File: src/rtl/multicycle_ctrl.sv
// Multicycle RISC-style sequencing controller: fetch/decode/exec/mem/writeback
// FSM with bounded memory waits and a sticky trap state.
module multicycle_ctrl #(
  parameter int TIMEOUT_CYC = 255
) (
  input  logic       clk,
  input  logic       rst,
  input  logic       r_type,
  input  logic       i_type,
  input  logic       store,
  input  logic       load,
  input  logic       branch,
  input  logic       jalr,
  input  logic       jal,
  input  logic       auipc,
  input  logic       lui,
  input  logic       branch_taken,
  input  logic       imem_ready,
  input  logic       dmem_ready,
  output logic       imem_req,
  output logic       ir_we,
  output logic       dmem_req,
  output logic       dmem_we,
  output logic       rf_we,
  output logic       pc_we,
  output logic [1:0] pc_sel,
  output logic [1:0] wb_sel,
  output logic       alu_a_sel,
  output logic       alu_b_sel,
  output logic       trap,
  output logic [2:0] state
);

  typedef enum logic [2:0] {
    FETCH  = 3'd0,
    DECODE = 3'd1,
    EXEC   = 3'd2,
    MEM    = 3'd3,
    WB     = 3'd4,
    TRAP   = 3'd5
  } state_t;

  localparam int C_R     = 8;
  localparam int C_I     = 7;
  localparam int C_ST    = 6;
  localparam int C_LD    = 5;
  localparam int C_BR    = 4;
  localparam int C_JALR  = 3;
  localparam int C_JAL   = 2;
  localparam int C_AUIPC = 1;
  localparam int C_LUI   = 0;

  // Counter value on the last allowed wait cycle; a low ready here times out.
  localparam logic [7:0] TO_LAST = 8'(TIMEOUT_CYC - 1);

  state_t     cur;
  state_t     nxt;
  logic [7:0] wait_cnt;
  logic [8:0] cls;
  logic       trap_q;
  logic [8:0] flags;
  logic       one_hot;
  logic       waiting;
  logic       timeout;

  assign flags   = {r_type, i_type, store, load, branch, jalr, jal, auipc, lui};
  assign one_hot = (flags != '0) && ((flags & (flags - 9'd1)) == '0);
  assign waiting = ((cur == FETCH) && !imem_ready) || ((cur == MEM) && !dmem_ready);
  assign timeout = waiting && (wait_cnt == TO_LAST);

  assign state = cur;
  assign trap  = trap_q;

  always_ff @(posedge clk) begin
    if (rst) begin
      cur      <= FETCH;
      wait_cnt <= '0;
      cls      <= '0;
      trap_q   <= 1'b0;
    end else begin
      cur <= nxt;
      // Any cycle that is not a wait cycle clears the counter, so every
      // entry to FETCH or MEM starts counting from zero.
      if (waiting && !timeout) wait_cnt <= wait_cnt + 8'd1;
      else                     wait_cnt <= '0;
      if (cur == DECODE) cls <= flags;
      if (nxt == TRAP) trap_q <= 1'b1;
    end
  end

  always_comb begin
    nxt = cur;
    case (cur)
      FETCH: begin
        if (imem_ready)   nxt = DECODE;
        else if (timeout) nxt = TRAP;
      end
      DECODE: nxt = one_hot ? EXEC : TRAP;
      EXEC: begin
        if (cls[C_LD] || cls[C_ST]) nxt = MEM;
        else if (cls[C_BR])         nxt = FETCH;
        else                        nxt = WB;
      end
      MEM: begin
        if (dmem_ready)   nxt = cls[C_LD] ? WB : FETCH;
        else if (timeout) nxt = TRAP;
      end
      WB:      nxt = FETCH;
      TRAP:    nxt = TRAP;
      default: nxt = TRAP;
    endcase
  end

  always_comb begin
    imem_req  = 1'b0;
    ir_we     = 1'b0;
    dmem_req  = 1'b0;
    dmem_we   = 1'b0;
    rf_we     = 1'b0;
    pc_we     = 1'b0;
    pc_sel    = 2'd0;
    wb_sel    = 2'd0;
    alu_a_sel = 1'b0;
    alu_b_sel = 1'b0;
    // Outputs are forced quiet during reset so an in-flight instruction
    // never commits a register or PC write.
    if (!rst) begin
      case (cur)
        FETCH: begin
          imem_req = 1'b1;
          ir_we    = imem_ready;
        end
        EXEC: begin
          if (cls[C_BR]) begin
            pc_we  = 1'b1;
            pc_sel = branch_taken ? 2'd1 : 2'd0;
          end
        end
        MEM: begin
          dmem_req = 1'b1;
          dmem_we  = cls[C_ST];
          if (dmem_ready && cls[C_ST]) pc_we = 1'b1;
        end
        WB: begin
          rf_we = 1'b1;
          pc_we = 1'b1;
          if (cls[C_JAL])       pc_sel = 2'd1;
          else if (cls[C_JALR]) pc_sel = 2'd2;
        end
        default: ;
      endcase
      if (cur inside {EXEC, MEM, WB}) begin
        alu_a_sel = cls[C_AUIPC] | cls[C_JAL];
        alu_b_sel = cls[C_I] | cls[C_LD] | cls[C_ST] | cls[C_JALR] | cls[C_AUIPC] | cls[C_JAL];
        if (cls[C_LD])                    wb_sel = 2'd1;
        else if (cls[C_JAL] || cls[C_JALR]) wb_sel = 2'd2;
        else if (cls[C_LUI])              wb_sel = 2'd3;
      end
    end
  end

endmodule

File: config.mk
export PLATFORM = sky130hd
export DESIGN_NAME = multicycle_ctrl
export DESIGN_NICKNAME = d
export VERILOG_FILES = /design/src/rtl/multicycle_ctrl.sv
export SDC_FILE = /design/constraint.sdc
export NUM_CORES = 1
export LEC_CHECK = 0
export ABC_AREA = 1
export CAP_MARGIN = 30
export CORE_MARGIN = 1
export CORE_UTILIZATION = 48
export CTS_CLUSTER_DIAMETER = 150
export CTS_CLUSTER_SIZE = 16
export DETAILED_ROUTE_END_ITERATION = 10
export GPL_ROUTABILITY_DRIVEN = 0
export GPL_TIMING_DRIVEN = 0
export PLACE_DENSITY = 0.78
export SLEW_MARGIN = 10
export SYNTH_ARGS = -nofsm -noshare
export SYNTH_HDL_FRONTEND = slang
export SYNTH_SLANG_ARGS = --single-unit
File: constraint.sdc
create_clock -name clk -period 2.7 [get_ports clk]
set_clock_uncertainty 0.2 [all_clocks]
set_input_delay 0.81 -clock clk [delete_from_list [all_inputs] [get_ports clk]]
set_output_delay 0.81 -clock clk [all_outputs]
set_load 0.005 [all_outputs]
==> parameters.txt, run 1 <==
Parameter                              Value

Place
  Hpwl dp    2060 µm
  Placed Cells incl. Taps    246
  Cell area after placement    1510 µm²
  Total of buffers placed on input and output ports    28

Floorplanning
  Initial Utilization    52.4%
  DIE AREA    2690 µm²
  Floorplan core area    2280 µm²
  Die Y    51.9 µm
  Site Rows    17
  Overall die width    51.9 µm
  Ports    30

STA
  Highest clock frequency the design can meet    378 MHz
  Tightest hold margin    0.281 ns
  Final number of hold-violating endpoints    0
  Final setup viols    0
  Worst slew margin relative to its limit    83.0%
  Period Utilization, post-route    97.9%
  Total negative slack for setup checks    0 ns
  Transition time at the pin with the least slew margin    0.252 ns
  Max Slew Vio Count    0
  Clock period minus final worst setup slack    2.64 ns

Drt
  Drc violations    0
  Detailed Route Iter0 Violations    40
  Residual antenna-violating net count after detailed routing    0
  Count of TritonRoute iterations in the first routing pass    4
  Drt via density    4.95
  Average wire per cell in the routed design    10.2 µm
  Wire length after detailed routing    2590 µm
  Overall via count from detail_route    1,253

Worst hold path
  Sink of the worst hold path    wait_cnt[0]
  Path type of the worst min-delay path    flip-flop to flip-flop
  Worst hold path cell count    1
  Launch instance of the worst min-delay path    wait_cnt[0]

Clocking
  Clock-pin slew of the registers on the worst-case setup and hold paths    0.11 ns
  Hold-fix buffers, CTS    0
  Clock latency of the later-clocked register in the worst-skew pair    0.31 ns
  Sink Count    20
  Clock root buffer    sky130_fd_sc_hd__clkbuf_4
  Longest Clk Path Bufs    2
  TritonCTS clock tree    built
  Depth of the CTS H-tree    1
  Cts bufs inserted    3

Global routing
  M1 GR Usage    26.8%
  Met3 Resource Use GR    2.92%
  Initial antenna violation count    0
  GR Util All Layers    21.9%
  Maximum number of pins on one net before global-route repair    13
  Leftover overflow at the end of global routing    0
  Number of global-route vias before repair    1,137
  First-pass GRT wire length    4480 µm
  Met2 track demand over resource    37.8%
  Busiest metal layer after global routing    met2

Synth
  Synth Area in Simple Gates    37.9%
  Syn Nets    206
  XOR/XNOR share of the synthesized area    3.67%
  Warnings from Yosys    0
  Sequential share of the synthesized area    33.5%
  Main combinational cell family by area after synthesis    simple AND/OR/NAND/NOR gates
  Avg Inst Size Synth    6.28 µm²
  Cell variety after synth    26
  Post-synthesis mux area share    0%
  Arithmetic-cell share of the synthesized area counting full adders, half adders and majority gates    2.10%
  Instance count of the mapped netlist    190
  Post-Syn Area    1190 µm²
  Synthesized-area fraction occupied by ao, oa, aoi and oai cells    12.8%
  Seq cells post-synth    20

Outcome
  Run status    finished clean

Setup path
  Worst reg2reg setup slack    1.10 ns
  Type of the worst setup path    primary input to output pin
  Reg-to-reg critical path endpoint    trap
  Critical Path Source Type    primary input
  Launch point of the worst reg-to-reg path    wait_cnt[0]
  Worst Reg2Reg Path Length in Cells    10
  Crit-path max FO    3
  Critical Path Sink Type    output pin
  Data required, critical path    1.69 ns
  Data arrival time of the critical path    1.63 ns

Final layout
  Cell Count, Final, Fillers Out    253
  Total non-filler cell area in the finished layout    1640 µm²
  Post-layout util    72.0%
  Area growth from synthesis to layout    37.2%
  Final #Nets    242
  Ratio of cells with drive above 1 in the final layout    16.4%
  Antenna cell count    0

Power and ir drop
  Leakage power    0.840 nW
  Maximum vdd drop    0.000350 V
  PwrDens    452 nW/µm²

Flow run
  Max capacitance violation total    0
kinds of logic (layout without fill, tap and decap cells):
group,count (synthesis),count (layout)
buf+inv,31,66
fa+ha+maj,2,2
flops,20,20
xor+xnor,5,5
simple gates,105,105
compound gates,27,27
worst max path at each step:
stage	startpoint	endpoint	slack, ns	depth (start not counted)
6_report	imem_ready	ir_we	0.06	4
5_1_grt	branch_taken	pc_sel[0]	-0.006	4
3_5_place_dp	dmem_ready	pc_we	-0.51	6
4_1_cts	dmem_ready	pc_we	-0.18	6
2_1_floorplan	rst	alu_a_sel	0.22	6
3_3_place_gp	dmem_ready	pc_we	-0.51	6
synthesized netlist by cell type:
cell type,count,share of area [%]
sky130_fd_sc_hd__inv_2,1,0.31
sky130_fd_sc_hd__nand3_2,3,2.5
sky130_fd_sc_hd__nor2_1,46,14
sky130_fd_sc_hd__a22oi_1,1,0.63
sky130_fd_sc_hd__nor2_4,1,0.94
sky130_fd_sc_hd__nand2_2,2,1.0
sky130_fd_sc_hd__o41ai_1,1,0.73
sky130_fd_sc_hd__nand3_1,6,2.5
sky130_fd_sc_hd__o21bai_1,1,0.63
sky130_fd_sc_hd__clkbuf_1,1,0.31
sky130_fd_sc_hd__o21ai_1,1,0.42
sky130_fd_sc_hd__o31ai_1,1,0.63
sky130_fd_sc_hd__ha_1,2,2.1
sky130_fd_sc_hd__dfxtp_1,20,34
sky130_fd_sc_hd__xor2_1,4,2.9
sky130_fd_sc_hd__a21oi_2,1,0.73
sky130_fd_sc_hd__or2_1,1,0.52
sky130_fd_sc_hd__a21oi_1,8,3.4
sky130_fd_sc_hd__buf_2,2,0.84
sky130_fd_sc_hd__xnor2_1,1,0.73
sky130_fd_sc_hd__o21ai_0,12,5.0
sky130_fd_sc_hd__inv_1,27,8.5
sky130_fd_sc_hd__nand2_1,37,12
sky130_fd_sc_hd__nor3_1,4,1.7
sky130_fd_sc_hd__o21a_1,1,0.63
sky130_fd_sc_hd__nor2_2,5,2.6
state kept, by name (all words and copies together), names as in the netlist:
name / count
cls: 8
state: 3
trap: 1
wait_cnt: 8
what timing repair did:
action | 4_1_cts | 5_1_grt
endpoints found under the setup margin | 11 | 7
buffers inserted | 0 | 3
pin swaps | 2 | 4
resized for setup | 25 | 11
layer usage:
layer | share of wire [%] | up-vias
met5 | 0 | -
met4 | 1.5 | 0
li1 | - | 656
met3 | 3.2 | 4
met2 | 47 | 27
met1 | 49 | 566
layout make-up:
class / instances / area, µm²
Timing Repair Buffer: 31 / 305
Tap cell: 28 / 35.0
Clock inverter: 1 / 30.0
Clock buffer: 3 / 22.5
Buffer: 3 / 23.8
Inverter: 28 / 105
Fill cell: 212 / 638
Sequential cell: 20 / 407
Multi-Input combinational cell: 139 / 709
report_power, final:
group	total [mW]	switching, mW	internal [mW]
Sequential	0.337	0.0201	0.317
Clock	0.244	0.0942	0.150
Combinational	0.159	0.0879	0.0711
per-stage QoR:
stage          setup WS (ns)  power [mW]
6_report              0.0568       0.740
5_1_grt             -0.00630       0.780
4_1_cts               -0.183       0.746
3_5_place_dp          -0.514       0.495
3_3_place_gp          -0.515       0.490
2_1_floorplan          0.223       0.428
layout by cell type, fill, tap and decap left out:
cell	n
sky130_fd_sc_hd__nor2_1	43
sky130_fd_sc_hd__nand2_1	34
sky130_fd_sc_hd__inv_1	25
sky130_fd_sc_hd__dfxtp_1	17
sky130_fd_sc_hd__clkdlybuf4s50_1	16
sky130_fd_sc_hd__o21ai_0	12
sky130_fd_sc_hd__a21oi_1	8
sky130_fd_sc_hd__nor2_2	6
sky130_fd_sc_hd__nand3_1	6
sky130_fd_sc_hd__nand2_2	5
sky130_fd_sc_hd__dlymetal6s2s_1	5
sky130_fd_sc_hd__xor2_1	4
sky130_fd_sc_hd__dlygate4sd2_1	4
sky130_fd_sc_hd__nor2_4	3
sky130_fd_sc_hd__inv_2	3
sky130_fd_sc_hd__nor3_1	3
sky130_fd_sc_hd__nand3_2	3
sky130_fd_sc_hd__buf_2	3
sky130_fd_sc_hd__clkbuf_4	3
sky130_fd_sc_hd__buf_4	3
sky130_fd_sc_hd__ha_1	2
sky130_fd_sc_hd__clkdlybuf4s15_1	2
sky130_fd_sc_hd__dfxtp_2	2
sky130_fd_sc_hd__clkbuf_8	1
sky130_fd_sc_hd__a22oi_2	1
sky130_fd_sc_hd__o41ai_1	1
sky130_fd_sc_hd__nor3_2	1
sky130_fd_sc_hd__o31ai_1	1
sky130_fd_sc_hd__or2_1	1
sky130_fd_sc_hd__o21bai_1	1
sky130_fd_sc_hd__xnor2_1	1
sky130_fd_sc_hd__a21oi_2	1
sky130_fd_sc_hd__o21ai_1	1
sky130_fd_sc_hd__o21a_1	1
sky130_fd_sc_hd__bufinv_16	1
sky130_fd_sc_hd__dfxtp_4	1
critical path, stage by stage:
cell and delay (ns):
sky130_fd_sc_hd__clkdlybuf4s50_1 0.46, sky130_fd_sc_hd__inv_1 0.07, sky130_fd_sc_hd__nor3_1 0.17, sky130_fd_sc_hd__buf_2 0.13
No activity file was read; power rests on OpenSTA's default activity.
==> inputs of run 2 (changes only) <==
Settings changed: SKIP_LAST_GASP from default to 1.
==> run 2 against run 1 <==
  * Combinational power is essentially flat
  * Clock power about the same
  * Core utilization rose by 0.44 points
  * Sequential power about the same
  * Largest power group unchanged
  * Highest routed layer unchanged
==> parameters.txt, run 2 (synthesis gave the netlist of run 1 again) <==
Parameter                              Value

Outcome
  Run status    finished clean

Final layout
  Cell Count, Final, Fillers Out    254
  Post-layout util    72.4%
  Final #Nets    243
  Most used cells in the layout excluding fill and tap cells    43 x sky130_fd_sc_hd__nor2_1, 34 x sky130_fd_sc_hd__nand2_1, 25 x sky130_fd_sc_hd__inv_1, 17 x sky130_fd_sc_hd__dfxtp_1, 17 x sky130_fd_sc_hd__clkdlybuf4s50_1
  Ratio of cells with drive above 1 in the final layout    16.8%
  Most common library cell in the layout ignoring fill and taps    sky130_fd_sc_hd__nor2_1
  Antenna cell count    0
  Area growth from synthesis to layout    38.1%
  Fill cell count    209

Place
  Total of buffers placed on input and output ports    28
  Pre-CTS WS    -0.514 ns
  Hpwl dp    2060 µm
  Placed Cells incl. Taps    246

Setup path
  Launch point of the worst reg-to-reg path    wait_cnt[0]
  Critical Path Source Type    primary input
  Reg-to-reg critical path endpoint    trap
  Critical Path Sink Type    output pin
  Worst reg2reg setup slack    1.10 ns
  Type of the worst setup path    primary input to output pin
  Data arrival time of the critical path    1.64 ns
  Worst Reg2Reg Path Length in Cells    10
  Crit-path max FO    1
  Data required, critical path    1.69 ns

STA
  RSZ-0062 raised after global routing    yes
  Clock period minus final worst setup slack    2.65 ns
  Final number of hold-violating endpoints    0
  Total negative slack for setup checks    0 ns
  Final setup viols    0
  Period Utilization, post-route    98.0%
  Transition time at the pin with the least slew margin    0.258 ns
  Highest clock frequency the design can meet    378 MHz
  Max Slew Vio Count    0
  Least setup slack across all paths after layout    0.0534 ns
  Worst slew margin relative to its limit    82.6%

Clocking
  Longest Clk Path Bufs    2
  Depth of the CTS H-tree    1
  Cts bufs inserted    3
  TritonCTS clock tree    built
  Clock root buffer    sky130_fd_sc_hd__clkbuf_4
  Sink Count    20
  Clock latency of the later-clocked register in the worst-skew pair    0.31 ns
  Clock-pin slew of the registers on the worst-case setup and hold paths    0.11 ns

Power and ir drop
  Maximum vdd drop    0.000349 V
  Power consumption    743 µW
  Leakage power    0.860 nW
  PwrDens    451 nW/µm²

Global routing
  Initial antenna violation count    0
  GR Util All Layers    21.6%
  Number of global-route vias before repair    1,121
  Maximum number of pins on one net before global-route repair    13
  First-pass GRT wire length    4420 µm
  Leftover overflow at the end of global routing    0

Floorplanning
  Ports    30
  Site Rows    17
  Overall die width    51.9 µm
  Initial Utilization    52.4%
  Floorplan core area    2280 µm²
  DIE AREA    2690 µm²
  Die Y    51.9 µm

Worst hold path
  Worst hold path cell count    1
  Launch instance of the worst min-delay path    wait_cnt[0]
  Path type of the worst min-delay path    flip-flop to flip-flop
  Sink of the worst hold path    wait_cnt[0]

Drt
  Residual antenna-violating net count after detailed routing    0
  Overall via count from detail_route    1,262
  Drt via density    4.97
  Detailed Route Iter0 Violations    25
  Count of TritonRoute iterations in the first routing pass    4
  Drc violations    0
  Average wire per cell in the routed design    10.5 µm
  Wire length after detailed routing    2670 µm

Flow run
  Max capacitance violation total    0
run 2: cell count changes in the layout (fill, tap and decap cells not counted), sizes merged:
cell | before | now
clkdlybuf4s50 | 16 | 17
dlymetal6s2s | 5 | 6
dlygate4sd2 | 4 | 2
buf | 6 | 8
clkbuf | 4 | 3
run 2: metal layers:
metal | up-vias | part of all wire [%] | track usage [%]
met5 | - | 0 | 0
met4 | 0 | 1.5 | 9.46
met3 | 4 | 3.3 | 2.92
met2 | 33 | 47 | 37.4
met1 | 564 | 48 | 26.2
li1 | 661 | - | -
run 2: how the worst max path moves through the flow:
stage | startpoint | to | cells after the start
after floorplan | rst | alu_a_sel | 6
after global placement | dmem_ready | pc_we | 6
after detailed placement | dmem_ready | pc_we | 6
after CTS | dmem_ready | pc_we | 6
after global routing | state[0] | imem_req | 4
final | branch_taken | pc_sel[0] | 4
run 2: worst max-delay path: stages:
cell and delay [ns]:
sky130_fd_sc_hd__clkdlybuf4s50_1 0.47, sky130_fd_sc_hd__a22oi_2 0.05, sky130_fd_sc_hd__nor2_1 0.10, sky130_fd_sc_hd__clkdlybuf4s15_1 0.22
run 2: repair_timing:
| item | in CTS | in global routing |
|---|---|---|
| setup buffers | 0 | 4 |
| cloned | 0 | 0 |
| hold buffers | 0 | 0 |
| setup endpoints to repair | 11 | 9 |
| pin swaps | 2 | 4 |
| resized for setup | 17 | 19 |
run 2: final cells by class:
cell class,instances,area [µm²],area share [%]
clock inverters,1,30.0,1.82
clock buffers,3,22.5,1.37
repair buffers,32,318,19.3
flip-flops and latches,20,407,24.7
inverters,28,105,6.38
plain buffers,3,21.3,1.29
multi-input cells,139,709,43.1
well taps,28,35.0,2.13
run 2: through the flow:
stage	hold WS, ns	area, µm²
after floorplan	0.230	1190
after global placement	0.243	1510
after detailed placement	0.258	1510
after CTS	0.288	1570
after global routing	0.315	1650
final	0.281	1650
run 2: power breakdown:
part / switching, mW / leakage, nW / internal (mW) / total (mW)
logic: 0.0890 / 0.667 / 0.0732 / 0.162
clock network: 0.0939 / 0.0279 / 0.150 / 0.244
registers: 0.0202 / 0.165 / 0.317 / 0.337
total: 0.203 / 0.860 / 0.540 / 0.743
==> inputs of run 3 (changes only) <==
Settings changed: CTS_CLUSTER_DIAMETER 150 to 200.
==> results of run 3 <==
The final DEF is identical to that of run 2; final timing and power are the same.
